<file path="src/rtl/pulse_pkg.sv">
// pulse_pkg: shared types and codes for the pulse-parameter UART link.
// Both the receive decoder and the readback transmitter import this.
package pulse_pkg;

  typedef enum logic [2:0] {
    IDLE,
    LOAD,
    STROBE,
    WAIT_START,
    WAIT_END
  } state_t;

  localparam int DATA_BYTES = 4;

  // Readback word index map
  localparam int IDX_DELAY   = 0;
  localparam int IDX_PERIOD  = 1;
  localparam int IDX_P1WIDTH = 2;
  localparam int IDX_P2WIDTH = 3;
  localparam int IDX_PBWIDTH = 4;
  localparam int IDX_CTRL    = 5;
  localparam int IDX_ATTEN   = 6;
  localparam int IDX_SYNC_UP = 7;

  // Receive-side control-byte codes, numbered to match the index map
  localparam logic [7:0] CMD_DELAY   = 8'h00;
  localparam logic [7:0] CMD_PERIOD  = 8'h01;
  localparam logic [7:0] CMD_P1WIDTH = 8'h02;
  localparam logic [7:0] CMD_P2WIDTH = 8'h03;
  localparam logic [7:0] CMD_PBWIDTH = 8'h04;
  localparam logic [7:0] CMD_CTRL    = 8'h05;
  localparam logic [7:0] CMD_ATTEN   = 8'h06;
  localparam logic [7:0] CMD_SYNC_UP = 8'h07;
  localparam logic [7:0] CMD_READ    = 8'h08;

endpackage

</file>
<file path="src/rtl/pulse_report.sv">
// pulse_report: snapshots one parameter word and sends it LSB-first.
// Define PULSE_REPORT_CHECKSUM_EN to append an 8-bit sum byte.
import pulse_pkg::*;

module pulse_report #(
  parameter int NWORDS = 8,
  parameter int SELW   = 3
) (
  input  logic                 clk,
  input  logic                 rst_n,
  input  logic [NWORDS*32-1:0] words,
  input  logic                 req,
  input  logic [SELW-1:0]      sel,
  input  logic                 is_transmitting,
  output logic                 transmit,
  output logic [7:0]           tx_byte,
  output logic                 busy,
  output logic                 done,
  output logic                 sel_err
);

`ifdef PULSE_REPORT_CHECKSUM_EN
  localparam int FRAME_BYTES = DATA_BYTES + 1;
`else
  localparam int FRAME_BYTES = DATA_BYTES;
`endif

  localparam logic [2:0] LAST = 3'(FRAME_BYTES - 1);
  localparam logic [SELW:0] NW = (SELW+1)'(NWORDS);

  state_t      state_q, state_d;
  logic [31:0] shadow_q, shadow_d;
  logic [7:0]  tx_q, tx_d;
  logic [2:0]  idx_q, idx_d;
  logic        busy_q, busy_d;
  logic        err_q, err_d;
  logic        done_q, done_d;
  logic        strobe_q, strobe_d;
  logic        in_range;
`ifdef PULSE_REPORT_CHECKSUM_EN
  logic [7:0]  csum_q, csum_d;
`endif

  assign in_range = {1'b0, sel} < NW;

  always_comb begin
    state_d  = state_q;
    shadow_d = shadow_q;
    tx_d     = tx_q;
    idx_d    = idx_q;
    busy_d   = busy_q;
    err_d    = err_q;
    done_d   = 1'b0;
    strobe_d = 1'b0;
`ifdef PULSE_REPORT_CHECKSUM_EN
    csum_d   = csum_q;
`endif
    unique case (state_q)
      IDLE: begin
        if (req) begin
          if (in_range) begin
            shadow_d = words[{sel, 5'd0} +: 32];
            err_d    = 1'b0;
          end else begin
            shadow_d = '0;
            err_d    = 1'b1;
          end
          idx_d   = '0;
          busy_d  = 1'b1;
          state_d = LOAD;
`ifdef PULSE_REPORT_CHECKSUM_EN
          csum_d  = '0;
`endif
        end
      end
      LOAD: begin
`ifdef PULSE_REPORT_CHECKSUM_EN
        tx_d = (idx_q < 3'(DATA_BYTES))
             ? shadow_q[{idx_q[1:0], 3'd0} +: 8]
             : csum_q;
`else
        tx_d = shadow_q[{idx_q[1:0], 3'd0} +: 8];
`endif
        state_d = STROBE;
      end
      STROBE: begin
        if (!is_transmitting) begin
          strobe_d = 1'b1;
          state_d  = WAIT_START;
        end
      end
      WAIT_START: begin
        if (is_transmitting) state_d = WAIT_END;
      end
      WAIT_END: begin
        if (!is_transmitting) begin
`ifdef PULSE_REPORT_CHECKSUM_EN
          if (idx_q < 3'(DATA_BYTES)) csum_d = csum_q + tx_q;
`endif
          if (idx_q == LAST) begin
            done_d  = 1'b1;
            busy_d  = 1'b0;
            state_d = IDLE;
          end else begin
            idx_d   = idx_q + 3'd1;
            state_d = LOAD;
          end
        end
      end
      default: state_d = IDLE;
    endcase
  end

  always_ff @(posedge clk or negedge rst_n) begin
    if (!rst_n) begin
      state_q  <= IDLE;
      shadow_q <= '0;
      tx_q     <= '0;
      idx_q    <= '0;
      busy_q   <= 1'b0;
      err_q    <= 1'b0;
      done_q   <= 1'b0;
      strobe_q <= 1'b0;
    end else begin
      state_q  <= state_d;
      shadow_q <= shadow_d;
      tx_q     <= tx_d;
      idx_q    <= idx_d;
      busy_q   <= busy_d;
      err_q    <= err_d;
      done_q   <= done_d;
      strobe_q <= strobe_d;
    end
  end

`ifdef PULSE_REPORT_CHECKSUM_EN
  always_ff @(posedge clk or negedge rst_n) begin
    if (!rst_n) csum_q <= '0;
    else        csum_q <= csum_d;
  end
`endif

  assign transmit = strobe_q;
  assign tx_byte  = tx_q;
  assign busy     = busy_q;
  assign done     = done_q;
  assign sel_err  = err_q;

endmodule
</file>
<file path="config.mk">
export PLATFORM = sky130hd
export DESIGN_NAME = pulse_report
export DESIGN_NICKNAME = d
export VERILOG_FILES = /design/src/rtl/pulse_pkg.sv /design/src/rtl/pulse_report.sv
export SDC_FILE = /design/constraint.sdc
export NUM_CORES = 1
export LEC_CHECK = 0
export BUFFER_PORTS_ARGS = -buffer_cell sky130_fd_sc_hd__buf_2
export CORE_AREA = 2 2 108 110
export CTS_BUF_LIST = sky130_fd_sc_hd__clkbuf_4
export CTS_CLUSTER_DIAMETER = 200
export DETAILED_ROUTE_END_ITERATION = 6
export DIE_AREA = 0 0 110 112
export GPL_TIMING_DRIVEN = 0
export PLACE_DENSITY = 0.74
export SLEW_MARGIN = 0
export SYNTH_ARGS = -nofsm -noshare
export SYNTH_HDL_FRONTEND = slang
export SYNTH_SLANG_ARGS = --single-unit
</file>
<file path="constraint.sdc">
create_clock -name clk -period 2.1 [get_ports clk]
set_input_delay 0.42 -clock clk [delete_from_list [all_inputs] [get_ports clk]]
set_output_delay 0.42 -clock clk [all_outputs]
set_load 0.005 [all_outputs]
</file>
-- After elaboration in Yosys (flattened, before gate mapping)
Index checks and enable logic that the tools add are counted.
- bits in read-only memories: 0
- memories kept: 0
- bits in writable memories: 0
- logic and storage cells: 46
- latch bits: 0
- input port bits: 263
- output and inout bits: 12
- bits in registers: 49
- eq/ne operators: 11
- shift operators: 2
- muxes and demuxes: 19
- add/subtract/negate cells: 1
- order comparisons: 0
- div/mod/pow operators: 0
- bitwise logic cells: 0
- $mul: 0
- reduce and logical (&&, ||, !) cells: 6
- operators by type and width (operator ; number):
    $shiftx 256x9->32 ; 1
    $shiftx 32x6->8 ; 1
    $mux 3 ; 7
    $pmux 3 s5 ; 1
    $ne 2x2->1 const B ; 6
    $reduce_and 4->1 ; 3
    $eq 3x2->1 const B ; 3
    $mux 1 ; 9
    $pmux 3 s2 ; 1
    $add 3x1->3 const B ; 1
    $eq 3x1->1 const B ; 1
    $eq 3x3->1 const B ; 1
    $logic_not 3->1 ; 1
    $pmux 1 s2 ; 1
    $reduce_and 2->1 ; 1
    $reduce_bool 2->1 ; 1

-- Longest topological paths before layout
- depth after elaboration: 4
- depth in mapped cells: 6
- mapped depth without buffers: 5

-- Worst setup path before layout
OpenSTA, ideal clock, no wires.
- kind: register to register
- start: reg state_q[1]
- end: reg shadow_q[12]
- path buffers: 3
- setup slack: 560 ps
- period minus slack after synthesis: 1540 ps
- setup time: 92 ps
- required time: 2008 ps
- stages on the path, launching flop included: 6
- arrival: 1449 ps
- path through: dfrtp_1 -> buf_6 -> or4b_4 -> buf_6 -> buf_6 -> o31ai_2
- cells in the longest elaborated chain, start to end: 2
- ends and longest elaborated chain (what ; RTL line ; RTL):
    start, declared ; pulse_report.sv:31 ; state_t state_q, state_d;
    start signal, assigned ; pulse_report.sv:125 ; state_q <= state_d;
    $logic_not 3->1 ; pulse_report.sv:58 ; unique case (state_q)
    $reduce_and 2->1 (no line) ; - ;
    end signal, assigned ; pulse_report.sv:126 ; shadow_q <= shadow_d;
    end, declared ; pulse_report.sv:32 ; logic [31:0] shadow_q, shadow_d;
No other way between the ends.
A chain may end at the register's enable or synchronous reset.

-- Worst setup path after layout
- start: reg state_q[2]
- end: reg tx_q[2], in the netlist tx_byte[2]
- cells in the longest elaborated chain, start to end: 1
- ends and longest elaborated chain (what ; RTL line ; RTL):
    $eq 3x1->1 ; pulse_report.sv:58 ;
    end signal, assigned ; pulse_report.sv:127 ; tx_q <= tx_d;
    end, declared ; pulse_report.sv:33 ; logic [7:0] tx_q, tx_d;
No other way between the ends.

==> results by group <==
Run status
  – Run status: complete, no violations

Synthesis
  – Synth area leaders: dfrtp_1 29%, mux2_2 19%, mux2i_1 15%
  – Post-Synthesis Cells: just under 400
  – Area share of the largest cell type after synthesis: approximately 29%
  – Register area share after synthesis: roughly 29%
  – Flop and latch count out of synthesis: around 50
  – Distinct cell type count of the synthesized netlist: 33
  – Syn avg cell area: 10.9 sq um
  – Most used DFF post-synth: dfrtp_1
  – Async S/R FF share, synth: 100%
  – Synthesized cell area: 4280 sq um
  – Synth Warn #: 0
  – Syn nets: 659
  – Cell taking the most area after synthesis: dfrtp_1
  – Post-synth EDFFs: 0

Die
  – Initial Util: 38.3%
  – Die ar.: ~12,000 sq um
  – Row count: 39
  – Die W: 110 um
  – Core area: between 10,000 and 15,000 sq um
  – DIE HEIGHT: 112 um
  – Num ports: 275

Finish
  – Nets@finish: approximately 940
  – Area Overhead vs Synth: 37.9%
  – Design Area, Final: between 5000 and 6000 sq um
  – Most frequent cells in the layout: 288 x buf_2, 73 x mux2_2, 64 x mux2i_1
  – Share of post-route cells with drive strength above 1: between 60% and 70%
  – Most common cell after layout, fill and taps aside: buf_2

Place
  – Place WS: between 200 and 300 ps
  – PortBufs: roughly 270
  – GPL Wtd Cong: ~0.81
  – DP Wirelength: approximately 13 mm
  – Area after DPL: 5820 sq um

Power
  – Clock network power share: 13.1%
  – Peak supply drop: between 400 and 500 uV
  – Total power: about 4.4 mW
  – Reg power frac: about 39%
  – Power Internal: between 2 and 3 mW
  – Sw Pwr: 1.61 mW
  – Power Dens Cells: between 700 and 800 nW/um^2
  – Leakage: between 2 and 3 nW
  – Combinational share of power: about 48%
  – Sw Ratio: between 30 and 40%

Detailed routing
  – Drt via density: between 5 and 6
  – Vias: around 4,400
  – WL per Instance: between 15 and 20 um
  – Final WL: 15.8 mm
  – # DRC: 0
  – DRT antenna net count: 0
  – Drt first pass iters: 4
  – Iteration-0 DRC count of the detailed router: 185

GRT
  – GRT overflow: 0
  – Busiest grt layer: met2
  – First-pass GRT wire length: approximately 24 mm
  – Gr usage total: between 20% and 30%
  – Grt met2 use: 46.0%
  – Initial antenna violation count: 4
  – Largest net degree at the start of global routing: 50
  – Grt met3 use: under 10%
  – Vias in the first global route: between 4,000 and 5,000
  – GR Layer Usage met1: between 30% and 40%

STA
  – Endpoints failing hold: 0
  – Fin. max-slew vios: 0
  – Maximum clock frequency: roughly 560 MHz
  – RSZ-0062 raised after global routing: no
  – Tcrit/Tclk final: between 80% and 90%
  – Worst clock skew: 12.9 ps
  – Worst Tran Pin Value: 1120 ps
  – Final setup vio count: 0
  – Slew HR: 25.6%
  – Tmin final: between 1500 and 2000 ps
  – Setup_tns: 0 ps
  – Setup WS post-layout: between 300 and 400 ps

CTS
  – Root Driver: clkbuf_4
  – CTS sink count: 49
  – Post-CTS Hold Fix Bufs: 0
  – CTS resizes: 0
  – CTS H-Tree Depth: 2
  – Clock transition at path regs: roughly 160 ps
  – TritonCTS clock tree: done
  – Worst skew pair latency: 380 ps
  – Clock Path Buffers: 2
  – Total CTS buffers: 5
  – Post-CTS Setup Inserts: 0

Worst setup path
  – Cells on worst reg2reg path: 3
  – Peak per-stage delay on the critical path: 640 ps
  – CP arrival: just over 2000 ps
  – CP bufs+invs: 1
  – Crit. End Element: flip-flop
  – Worst-path cell chain: clkbuf_1 -> nor3b_2 -> mux2_2
  – Top delay family on crit path: simple AND/OR/NAND/NOR gates
  – Crit-path slowest cell: nor3b_2
  – Required time worst endpoint: approximately 2400 ps
  – Worst-path maximum fanout: 10
  – Critical Path Stages: 3
  – Critical path class: reg2reg
  – Crit start category: flip-flop

Job
  – Max_cap viols: 0

Hold path
  – Worst min path class: in2async
==> path summary, 6_finish.rpt <==
path,start,to,slack (ps)
worst min register to register,shadow_q[9],shadow_q[9],500
min in group clk,is_transmitting,state_q[2],320
worst max-delay path,state_q[2],tx_byte[2],310
max in group asynchronous,rst_n,shadow_q[23],1180
worst max register to register,state_q[2],tx_byte[2],310
worst min-delay path,rst_n,done,230
==> power groups by stage <==
| stage | clock network [mW] | logic (mW) | registers, mW |
|---|---|---|---|
| after floorplan | 0 | 1.48 | 1.56 |
| after global placement | 0 | 2.06 | 1.71 |
| after detailed placement | 0 | 2.12 | 1.73 |
| after CTS | 0.581 | 2.12 | 1.70 |
| after global routing | 0.623 | 2.32 | 1.75 |
| final | 0.571 | 2.10 | 1.70 |
==> synth_stat cells, types with 2 or more instances <==
library cell / instances
mux2_2: 73
mux2i_1: 64
dfrtp_1: 49
nand2_1: 34
a22o_1: 33
o22ai_1: 32
o31ai_2: 27
buf_2: 16
clkbuf_1: 14
mux4_2: 8
buf_6: 5
o31ai_1: 5
a21oi_1: 3
buf_4: 3
nor2_1: 3
nor2b_1: 3
o21ai_0: 3
ha_1: 2
nand2b_1: 2
nor3b_1: 2
==> worst register-to-register path: stages (launching register included) <==
cell and delay, ps:
dfrtp_1 410, clkbuf_1 210, nor3b_2 640, mux2_2 410
==> registers in the layout (all words and copies together) (netlist names) <==
register  count
done          1
idx_q         3
tx_byte       8
busy          1
shadow_q     32
transmit      1
state_q       3
==> kinds of logic (layout without fill, tap and decap cells) <==
kind of cell    after synthesis  after routing  synth area share, %
other cells                   1              3               0.0876
fa+ha+maj                     2              2                0.585
compound gates              105            105                 21.3
mux                         145            145                 38.4
simple gates                 52             52                 5.90
flops                        49             49                 28.6
buf+inv                      40            320                 5.12
==> stage by stage <==
stage | util [%] | instances | hold slack (ps)
floorplan | - | 394 | 124
global route | 52.8 | 818 | 323
finish | 52.8 | 819 | 229
detailed placement | 52.1 | 809 | 471
global placement | 52.1 | 809 | 459
CTS | 52.8 | 817 | 273
==> cell type report <==
type / instances / area [sq um]
Buffer: 39 / 215
Timing Repair Buffer: 272 / 1360
Tap cell: 143 / 179
Fill cell: 1089 / 5270
Clock buffer: 5 / 37.5
Inverter: 1 / 3.75
Clock inverter: 3 / 41.3
Multi-Input combinational cell: 305 / 2840
Sequential cell: 49 / 1230
Antenna cell: 2 / 5.00
==> layer usage <==
| metal | routed length, um | share of wire, % |
|---|---|---|
| met5 | 13 | 0.082 |
| met2 | 7940 | 50 |
| met1 | 6300 | 40 |
| met4 | 307 | 1.9 |
| met3 | 1200 | 7.6 |
Power figures use the tool's default switching activity.
